[src/rtl/cc_io_bridge.sv]
// cc_io_bridge: port-bus peripheral for the PicoBlaze command/control core.
//   - register file decoded from port_id[3:0] (capture control, IRQ status/mask,
//     trigger mask/value words)
//   - TX/RX byte FIFOs between the core and the UART
//   - registered read mux onto port_in (1-cycle latency, no strobe gating)
//   - sticky maskable interrupt with a REQ/ack/service handshake
// Optional feature: define CC_IO_LOOPBACK_EN to drain the TX FIFO straight into
// the RX FIFO (tx_valid held 0, rx_valid/rx_data/tx_ready ignored).
// Ports: clk, reset_n (async, active low); port_id/port_out/port_in with
// write_strobe/kwrite_strobe/read_strobe; interrupt/interrupt_ack;
// cap_arm/cap_abort/cap_status/cap_done; trig_mask/trig_value;
// tx_data/tx_valid/tx_ready; rx_data/rx_valid.

// Byte FIFO. A push is accepted when not full, or when full with a pop in
// the same cycle (count stays unchanged). Callers only pop when non-empty.
module cc_io_bridge_fifo #(
    parameter int DEPTH = 16
) (
    input  logic       clk,
    input  logic       reset_n,
    input  logic       flush,
    input  logic       push,
    input  logic       pop,
    input  logic [7:0] din,
    output logic [7:0] dout,
    output logic       empty,
    output logic       full,
    output logic       last,
    output logic       push_ok
);
    localparam int AW = $clog2(DEPTH);
    localparam logic [AW:0] FULL_CNT = (AW+1)'(DEPTH);

    logic [7:0]    mem [DEPTH];
    logic [AW-1:0] wr_ptr, rd_ptr;
    logic [AW:0]   count;

    assign empty   = (count == '0);
    assign full    = (count == FULL_CNT);
    assign last    = (count == (AW+1)'(1));
    assign push_ok = push && (!full || pop);
    assign dout    = empty ? 8'h00 : mem[rd_ptr];

    always_ff @(posedge clk) begin
        if (push_ok) mem[wr_ptr] <= din;
    end

    always_ff @(posedge clk or negedge reset_n) begin
        if (!reset_n) begin
            wr_ptr <= '0;
            rd_ptr <= '0;
            count  <= '0;
        end else if (flush) begin
            wr_ptr <= '0;
            rd_ptr <= '0;
            count  <= '0;
        end else begin
            if (push_ok) wr_ptr <= wr_ptr + 1'b1;
            if (pop)     rd_ptr <= rd_ptr + 1'b1;
            count <= count + {{AW{1'b0}}, push_ok} - {{AW{1'b0}}, pop};
        end
    end
endmodule

module cc_io_bridge #(
    parameter int CH_WIDTH      = 16,
    parameter int TX_FIFO_DEPTH = 16,
    parameter int RX_FIFO_DEPTH = 16
) (
    input  logic                clk,
    input  logic                reset_n,
    input  logic [7:0]          port_id,
    input  logic [7:0]          port_out,
    output logic [7:0]          port_in,
    input  logic                write_strobe,
    input  logic                kwrite_strobe,
    input  logic                read_strobe,
    output logic                interrupt,
    input  logic                interrupt_ack,
    output logic                cap_arm,
    output logic                cap_abort,
    input  logic [7:0]          cap_status,
    input  logic                cap_done,
    output logic [CH_WIDTH-1:0] trig_mask,
    output logic [CH_WIDTH-1:0] trig_value,
    output logic [7:0]          tx_data,
    output logic                tx_valid,
    input  logic                tx_ready,
    input  logic [7:0]          rx_data,
    input  logic                rx_valid
);
    localparam int NB = CH_WIDTH / 8;

    typedef enum logic [1:0] {IRQ_IDLE, IRQ_REQ, IRQ_SVC} irq_state_t;

    logic [3:0] addr;
    logic       wr, flush;
    logic [4:0] status, status_set, status_clr;
    logic [7:0] mask;
    logic [7:0] rd_mux;
    irq_state_t irq_state;

    logic       tx_push, tx_pop, tx_empty, tx_full, tx_last, tx_push_ok;
    logic [7:0] tx_head;
    logic       rx_push, rx_pop, rx_empty, rx_full, rx_last, rx_push_ok;
    logic [7:0] rx_din, rx_head;
    logic       unused;

    assign addr    = port_id[3:0];
    assign wr      = write_strobe | kwrite_strobe;
    assign flush   = wr && addr == 4'h0 && port_out[7];
    assign tx_push = wr && addr == 4'h3;
    assign rx_pop  = read_strobe && addr == 4'h4 && !rx_empty;
    assign tx_data = tx_head;

`ifdef CC_IO_LOOPBACK_EN
    // TX head moves straight into RX whenever RX has room.
    assign tx_pop   = !tx_empty && !rx_full;
    assign rx_push  = tx_pop;
    assign rx_din   = tx_head;
    assign tx_valid = 1'b0;
    assign unused   = &{1'b0, port_id[7:4], rx_last, rx_valid, rx_data, tx_ready};
`else
    assign tx_valid = !tx_empty;
    assign tx_pop   = tx_valid && tx_ready;
    assign rx_push  = rx_valid;
    assign rx_din   = rx_data;
    assign unused   = &{1'b0, port_id[7:4], rx_last};
`endif

    cc_io_bridge_fifo #(.DEPTH(TX_FIFO_DEPTH)) u_tx_fifo (
        .clk(clk), .reset_n(reset_n), .flush(flush),
        .push(tx_push), .pop(tx_pop), .din(port_out), .dout(tx_head),
        .empty(tx_empty), .full(tx_full), .last(tx_last), .push_ok(tx_push_ok)
    );

    cc_io_bridge_fifo #(.DEPTH(RX_FIFO_DEPTH)) u_rx_fifo (
        .clk(clk), .reset_n(reset_n), .flush(flush),
        .push(rx_push), .pop(rx_pop), .din(rx_din), .dout(rx_head),
        .empty(rx_empty), .full(rx_full), .last(rx_last), .push_ok(rx_push_ok)
    );

    // Event sources; "drained" means the last byte left with nothing arriving.
    assign status_set = {tx_push && !tx_push_ok,
                         rx_push && !rx_push_ok,
                         tx_pop && !tx_push_ok && tx_last,
                         rx_push_ok,
                         cap_done};
    assign status_clr = (wr && addr == 4'h1) ? port_out[4:0] : 5'b0;

    always_comb begin
        rd_mux = 8'h00;
        case (addr)
            4'h0: rd_mux = cap_status;
            4'h1: rd_mux = {3'b000, status};
            4'h2: rd_mux = mask;
            4'h4: rd_mux = rx_head;
            4'h5: rd_mux = {4'b0000, tx_full, tx_empty, rx_full, rx_empty};
            default: begin
                if (addr[3]) begin
                    for (int i = 0; i < NB; i++) begin
                        if (addr[1:0] == 2'(i))
                            rd_mux = addr[2] ? trig_value[i*8 +: 8] : trig_mask[i*8 +: 8];
                    end
                end
            end
        endcase
    end

    always_ff @(posedge clk or negedge reset_n) begin
        if (!reset_n) begin
            port_in    <= 8'h00;
            cap_arm    <= 1'b0;
            cap_abort  <= 1'b0;
            status     <= 5'b0;
            mask       <= 8'h00;
            trig_mask  <= '0;
            trig_value <= '0;
        end else begin
            port_in   <= rd_mux;
            cap_arm   <= wr && addr == 4'h0 && port_out[0];
            cap_abort <= wr && addr == 4'h0 && port_out[1];
            // set wins over a same-cycle write-1-to-clear
            status    <= (status & ~status_clr) | status_set;
            if (wr && addr == 4'h2) mask <= port_out;
            for (int i = 0; i < NB; i++) begin
                if (wr && addr[3] && addr[1:0] == 2'(i)) begin
                    if (addr[2]) trig_value[i*8 +: 8] <= port_out;
                    else         trig_mask[i*8 +: 8]  <= port_out;
                end
            end
        end
    end

    always_ff @(posedge clk or negedge reset_n) begin
        if (!reset_n) begin
            irq_state <= IRQ_IDLE;
            interrupt <= 1'b0;
        end else begin
            case (irq_state)
                IRQ_IDLE: if (|(status & mask[4:0])) begin
                    irq_state <= IRQ_REQ;
                    interrupt <= 1'b1;
                end
                IRQ_REQ: if (interrupt_ack) begin
                    irq_state <= IRQ_SVC;
                    interrupt <= 1'b0;
                end
                IRQ_SVC: if (!(|(status & mask[4:0]))) irq_state <= IRQ_IDLE;
                default: begin
                    irq_state <= IRQ_IDLE;
                    interrupt <= 1'b0;
                end
            endcase
        end
    end
endmodule
[config.mk]
export PLATFORM = sky130hd
export DESIGN_NAME = cc_io_bridge
export DESIGN_NICKNAME = d
export VERILOG_FILES = /design/src/rtl/cc_io_bridge.sv
export SDC_FILE = /design/constraint.sdc
export NUM_CORES = 1
export LEC_CHECK = 0
export CORE_MARGIN = 8
export CORE_UTILIZATION = 55
export DETAILED_ROUTE_END_ITERATION = 8
export GPL_TIMING_DRIVEN = 0
export PLACE_DENSITY_LB_ADDON = 0.08
export SLEW_MARGIN = 40
export SYNTH_ARGS = -nofsm -noshare
export SYNTH_HDL_FRONTEND = slang
export SYNTH_SLANG_ARGS = --single-unit
[constraint.sdc]
create_clock -name clk -period 6 [get_ports clk]
set_input_delay 1.2 -clock clk [delete_from_list [all_inputs] [get_ports clk]]
set_output_delay 1.2 -clock clk [all_outputs]
set_load 0.03 [all_outputs]
[After elaboration in Yosys (flattened, before gate mapping)]
Memories as Yosys holds them, arrays and structs flattened.
Cells that the tools add are included.
Operators by class
  $add $sub $neg: 8
  multiply operators: 0
  div/mod/pow operators: 0
  magnitude comparators: 0
  equal/unequal tests: 14
  shifts and indexed selects: 0
  mux-type cells: 30
  bitwise gates (word level): 7
  reduce and logical (&&, ||, !) cells: 43
Operators by type and width (count)
  8-bit 2-to-1 mux: 7
  8-bit one-hot mux with 5 select lines: 1
  4-bit 2-to-1 mux: 8
  1-bit logical AND: 19
  4-bit by 1-bit adder with 4-bit output, second input constant: 4
  5-bit 2-to-1 mux: 3
  5-bit by 1-bit adder with 5-bit output: 2
  5-bit AND: 2
  5-bit == test, second input constant: 2
  5-bit logical NOT: 2
  5-bit by 1-bit subtractor with 5-bit output: 2
  4-bit by 2-bit == test with 1-bit output, second input constant: 2
  4-bit by 3-bit == test with 1-bit output, second input constant: 2
  2-bit AND reduction: 4
  2-bit nonzero test: 4
  1-bit logical NOT: 6
  1-bit 2-to-1 mux: 6
  2-bit 2-to-1 mux: 3
  2-bit != test, second input constant: 3
  2-bit one-hot mux with 3 select lines: 1
  3-bit AND reduction: 2
  5-bit by 1-bit == test with 1-bit output, second input constant: 1
  5-bit inverter: 1
  5-bit OR: 1
  other kinds (10): 14
Word-level totals
  flip-flop bits (word level): 84
  latch bits: 0
  memory bits (writable): 256
  bits in read-only memories: 0
  input bits: 41
  output and inout port bits: 52
  logic and storage cells: 121
  memories kept: 2
Memory list
  u_rx_fifo.mem: depth 16, width 8, read ports 1, clocked after Yosys merged registers in 0, wr ports 1, line 34  | logic [7:0] mem [DEPTH];
  u_tx_fifo.mem: depth 16, width 8, read ports 1, clocked after Yosys merged registers in 0, wr ports 1, line 34

[Logic depth before layout (Yosys ltp)]
  depth after elaboration: 9
  mapped depth: 15
  depth with buffers taken out: 14

[Modules after synthesis]
A second synthesis with hierarchy kept.
Second synthesis, totals
  cell total of the unflattened synthesis: 828
  area total of the unflattened synthesis: 14520.2 um2
By module, submodules not included
  cc_io_bridge_fifo: times used 2, cells an instance 305, area each 5845.6 um2
  cc_io_bridge: times used 1, cells an instance 218, area each 2829.0 um2

[Worst setup path before layout]
Ideal clock, no wire load.
  kind: input-to-reg
  start: in port_id[3]
  end: mem u_rx_fifo.mem[11][0], enable pin
  library setup time: 0.398 ns
  arrival time: 3.105 ns
  setup slack: 2.497 ns
  stages on the path: 5
  buffers on the path: 1
  cell sequence: buf_2 -> nor4b_4 -> a21o_1 -> nand2_1 -> nor4b_1
On the way
  cells in the longest elaborated chain, start to end: 7
RTL lines
  from (decl): line 72  | input logic [7:0] port_id,
  4-bit by 3-bit == test with 1-bit output: line 113  | assign rx_pop = read_strobe && addr == 4'h4 && !rx_empty;
  1-bit logical AND (2 in series): line 113
  1-bit logical OR: line 41  | assign push_ok = push && (!full || pop);
  1-bit logical AND: line 41
  1-bit 2-to-1 mux: line 45  | if (push_ok) mem[wr_ptr] <= din;
  1-bit 2-to-1 mux (implied by the code): line 45
  to (decl): line 34
No other way between the ends.

[Final worst setup path]
  start: reg u_tx_fifo.rd_ptr[1]
  end: out tx_data[4]
On the way
  cells in the longest elaborated chain, start to end: 2
RTL lines
  from (decl): line 35  | logic [AW-1:0] wr_ptr, rd_ptr;
  from (signal assigned): line 59  | if (pop) rd_ptr <= rd_ptr + 1'b1;
  memory 16 x 8 bit
  8-bit 2-to-1 mux: line 42  | assign dout = empty ? 8'h00 : mem[rd_ptr];
  to (decl): line 86  | output logic [7:0] tx_data,
No other way between the ends.

==> out/qor.csv <==
metric;value;unit
Num Clock Sinks;340;
met3 Use GR;3.46;%
Die Footprint;0.0314;mm^2
cells after synthesis;808;
row count;59;
f_max;0.225;GHz
Post-Route WL;33900;um
Final Critical Period;4.45;ns
# fillers;1739;
CTS tree;yes;
cell count after placement;1241;
Crit path buffers/inverters;3;
Synth Area in Compound Gates;3.60;%
Die Y;177;um
met2 Usage GRT;37.2;%
grt ovf;0;
CP delay by family, top;buffers and inverters;
PD cells;440;mW/mm^2
final worst path period share;74.1;%
synthesized area;0.0143;mm^2
Netlist cell types;54;
port bufs;85;
Final Slew Violations;0;
cts repair resizes;0;
CTS Hold Bufs;0;
unrepaired setup endpoints after global routing;false;
syn nets;873;
Worst Setup Path Type;register to output pin;
Die X;177;um
Clock Tree Buf Depth;3;
XOR/XNOR Fraction of Synth Area;0.613;%
slew margin rel.;43.1;%
maximum fanout along the worst path;10;
switching pwr;2.27;mW
endpoint type of the worst setup path;output pin;
Clk network pwr share;30.2;%
initial antenna violation count;0;
Initial Utilization;55.4;%
number of synthesis warnings;0;
Hold Crit Class;register to register;
Post-Layout Cell Count;1308;
Slew @ Worst Pin;0.848;ns
top cells by area, synth;edfxtp_1 54%, dfrtp_1 15%, mux4_2 11%;
vias in the first global route;8491;
most used cell, CP;clkbuf_1;
Post-synth EDFFs;256;
CP arrival;3.25;ns
clock-pin transition on the worst setup and hold timing paths;0.06;ns
final antenna-violating net count;0;
first-pass GRT wire length;51500;um
Final Wtd Congestion;0.880;
VDD IR-drop max;361;uV
cell taking the most area after synthesis;edfxtp_1;
Max-Cap Viols;0;
Worst Skew;0.0210;ns
Sw Share;30.6;%
HPWL after DPL;23000;um
DRT Pass-1 Iters;5;
crit-path cells;clkbuf_1, clkbuf_1, mux4_2, mux2i_1, o22ai_1, clkdlybuf4s50_1;
clock root cell;clkbuf_16;
simple-gate portion of the synthesized area;5.83;%
post-DR vias/cell;6.19;
Pwr Total;7.42;mW
Commonest cells post-synth;256 x edfxtp_1, 84 x dfrtp_1, 67 x mux4_2;
Total GRT Usage;22.0;%
Num CTS Buffers;36;
setup bufs post-CTS;0;
DR WL/cell;25.9;um
vias;8090;
Final setup viols;0;
global routing met1 resource utilization;28.6;%
drt first-iter violations;741;
Adder-Cell Fraction of Synth Area;2.21;%
busiest grt layer;met2;
largest net degree at the start of global routing;48;
Pleak;6.02;nW
Fin. Hold Viols;0;
fin nets;1009;
CORE AREA;0.0258;mm^2
Sequential Power Share;39.8;%
Yosys reg bits;340;
# DRC;0;
CP Launch Type;register;
main flop type after synthesis;edfxtp_1;
I/O pin cnt;93;
combinational power share;29.9;%
slowest cell on the critical path;clkdlybuf4s50_1;
Layout area overhead;18.0;%
final setup TNS;0;ns
mux cell area share after synthesis;17.1;%
ys async rst share;24.7;%
most common cell in the netlist;edfxtp_1;
layout cells sized above 1;22.2;%
top cell type's share of synthesized area;53.8;%
largest family of logic cells by synthesized area;multiplexers;
register area share after synthesis;68.5;%
delay of the slowest critical-path stage;0.62;ns
number of H-tree levels;2;
Pint;5.15;mW
Post-Syn Area per Cell;17.7;um^2
Crit path required time;4.80;ns
clock latency on the worst-skew pair;0.52;ns
status;finished, final reports clean;
-- stage by stage --
| stage | setup slack [ns] | util (%) | area [um^2] | hold WS (ns) |
|---|---|---|---|---|
| 2_1_floorplan | 2.50 | - | 14300 | 0.443 |
| 3_3_place_gp | 0.660 | 60.4 | 15600 | 0.452 |
| 3_5_place_dp | 1.44 | 60.8 | 15700 | 0.489 |
| 4_1_cts | 1.55 | 65.5 | 16900 | 0.505 |
| 5_1_grt | 1.43 | 65.4 | 16900 | 0.519 |
| 6_report | 1.55 | 65.4 | 16900 | 0.492 |
-- final cells by class --
type / count / area, um^2 / share of cell area [%]
clock buffer: 51 / 1030 / 6.09
multi-input combinational: 396 / 4240 / 25.2
clock inverter: 15 / 178 / 1.05
antenna: 1 / 2.50 / 0.0148
tap: 335 / 419 / 2.49
inverter: 27 / 101 / 0.601
timing repair buffer: 98 / 902 / 5.35
sequential: 340 / 9790 / 58.1
buffer: 45 / 194 / 1.15
-- cell usage in the layout (no fill, tap or decap), types with 7 or more instances in the layout --
cell type / instances
inv_1: 26
mux4_2: 67
and2_1: 13
dfrtp_1: 84
buf_2: 38
o22ai_1: 21
ha_1: 22
nand2_1: 9
and3_1: 7
a21oi_1: 18
xor2_1: 8
mux2i_1: 49
nor2_1: 23
and4_1: 9
mux2_2: 40
clkdlybuf4s50_1: 78
nand3_1: 14
clkbuf_16: 37
clkbuf_1: 30
edfxtp_1: 256
-- power groups by stage --
stage | Sequential, mW | Clock [mW] | Combinational (mW)
finish | 2.95 | 2.24 | 2.22
CTS | 2.95 | 2.28 | 2.24
global route | 2.98 | 2.36 | 2.38
detailed placement | 2.99 | 0 | 2.23
global placement | 2.98 | 0 | 2.13
floorplan | 3.07 | 0 | 1.36
-- layer usage --
| metal | up-vias | wire, um |
|---|---|---|
| li1 | 3497 | - |
| met1 | 4250 | 13600 |
| met2 | 281 | 17600 |
| met3 | 62 | 1860 |
| met4 | 0 | 937 |
| met5 | - | 0 |
-- state kept, by name, summed over array words and instances (netlist names), 5 cells and up --
| signal | count |
|---|---|
| u_tx_fifo.mem | 128 |
| port_in | 8 |
| trig_mask | 16 |
| u_tx_fifo.count | 5 |
| mask | 8 |
| u_rx_fifo.count | 5 |
| trig_value | 16 |
| u_rx_fifo.mem | 128 |
| status | 5 |
-- kinds of logic after synthesis --
| family | Yosys count |
|---|---|
| AO/OA/AOI/OAI | 76 |
| XOR/XNOR | 10 |
| adder cells (fa/ha/maj) | 24 |
| buffers and inverters | 72 |
| flip-flops | 340 |
| multiplexers | 156 |
| AND/OR/NAND/NOR | 130 |
-- final timing paths --
path                                startpoint            endpoint  slack, ns  depth (start not counted)
hold reg to reg                   irq_state[1]        irq_state[0]       0.49                          1
max in group asynchronous              reset_n             mask[0]       4.82                          2
setup reg to reg            u_tx_fifo.count[2]  u_tx_fifo.count[4]       2.44                         15
setup / recovery           u_tx_fifo.rd_ptr[1]          tx_data[4]       1.55                          6
hold / removal                    irq_state[1]        irq_state[0]       0.49                          1
min in group asynchronous              reset_n        trig_mask[4]       0.63                          1
Note: power is estimated with default switching activity, not from simulation.
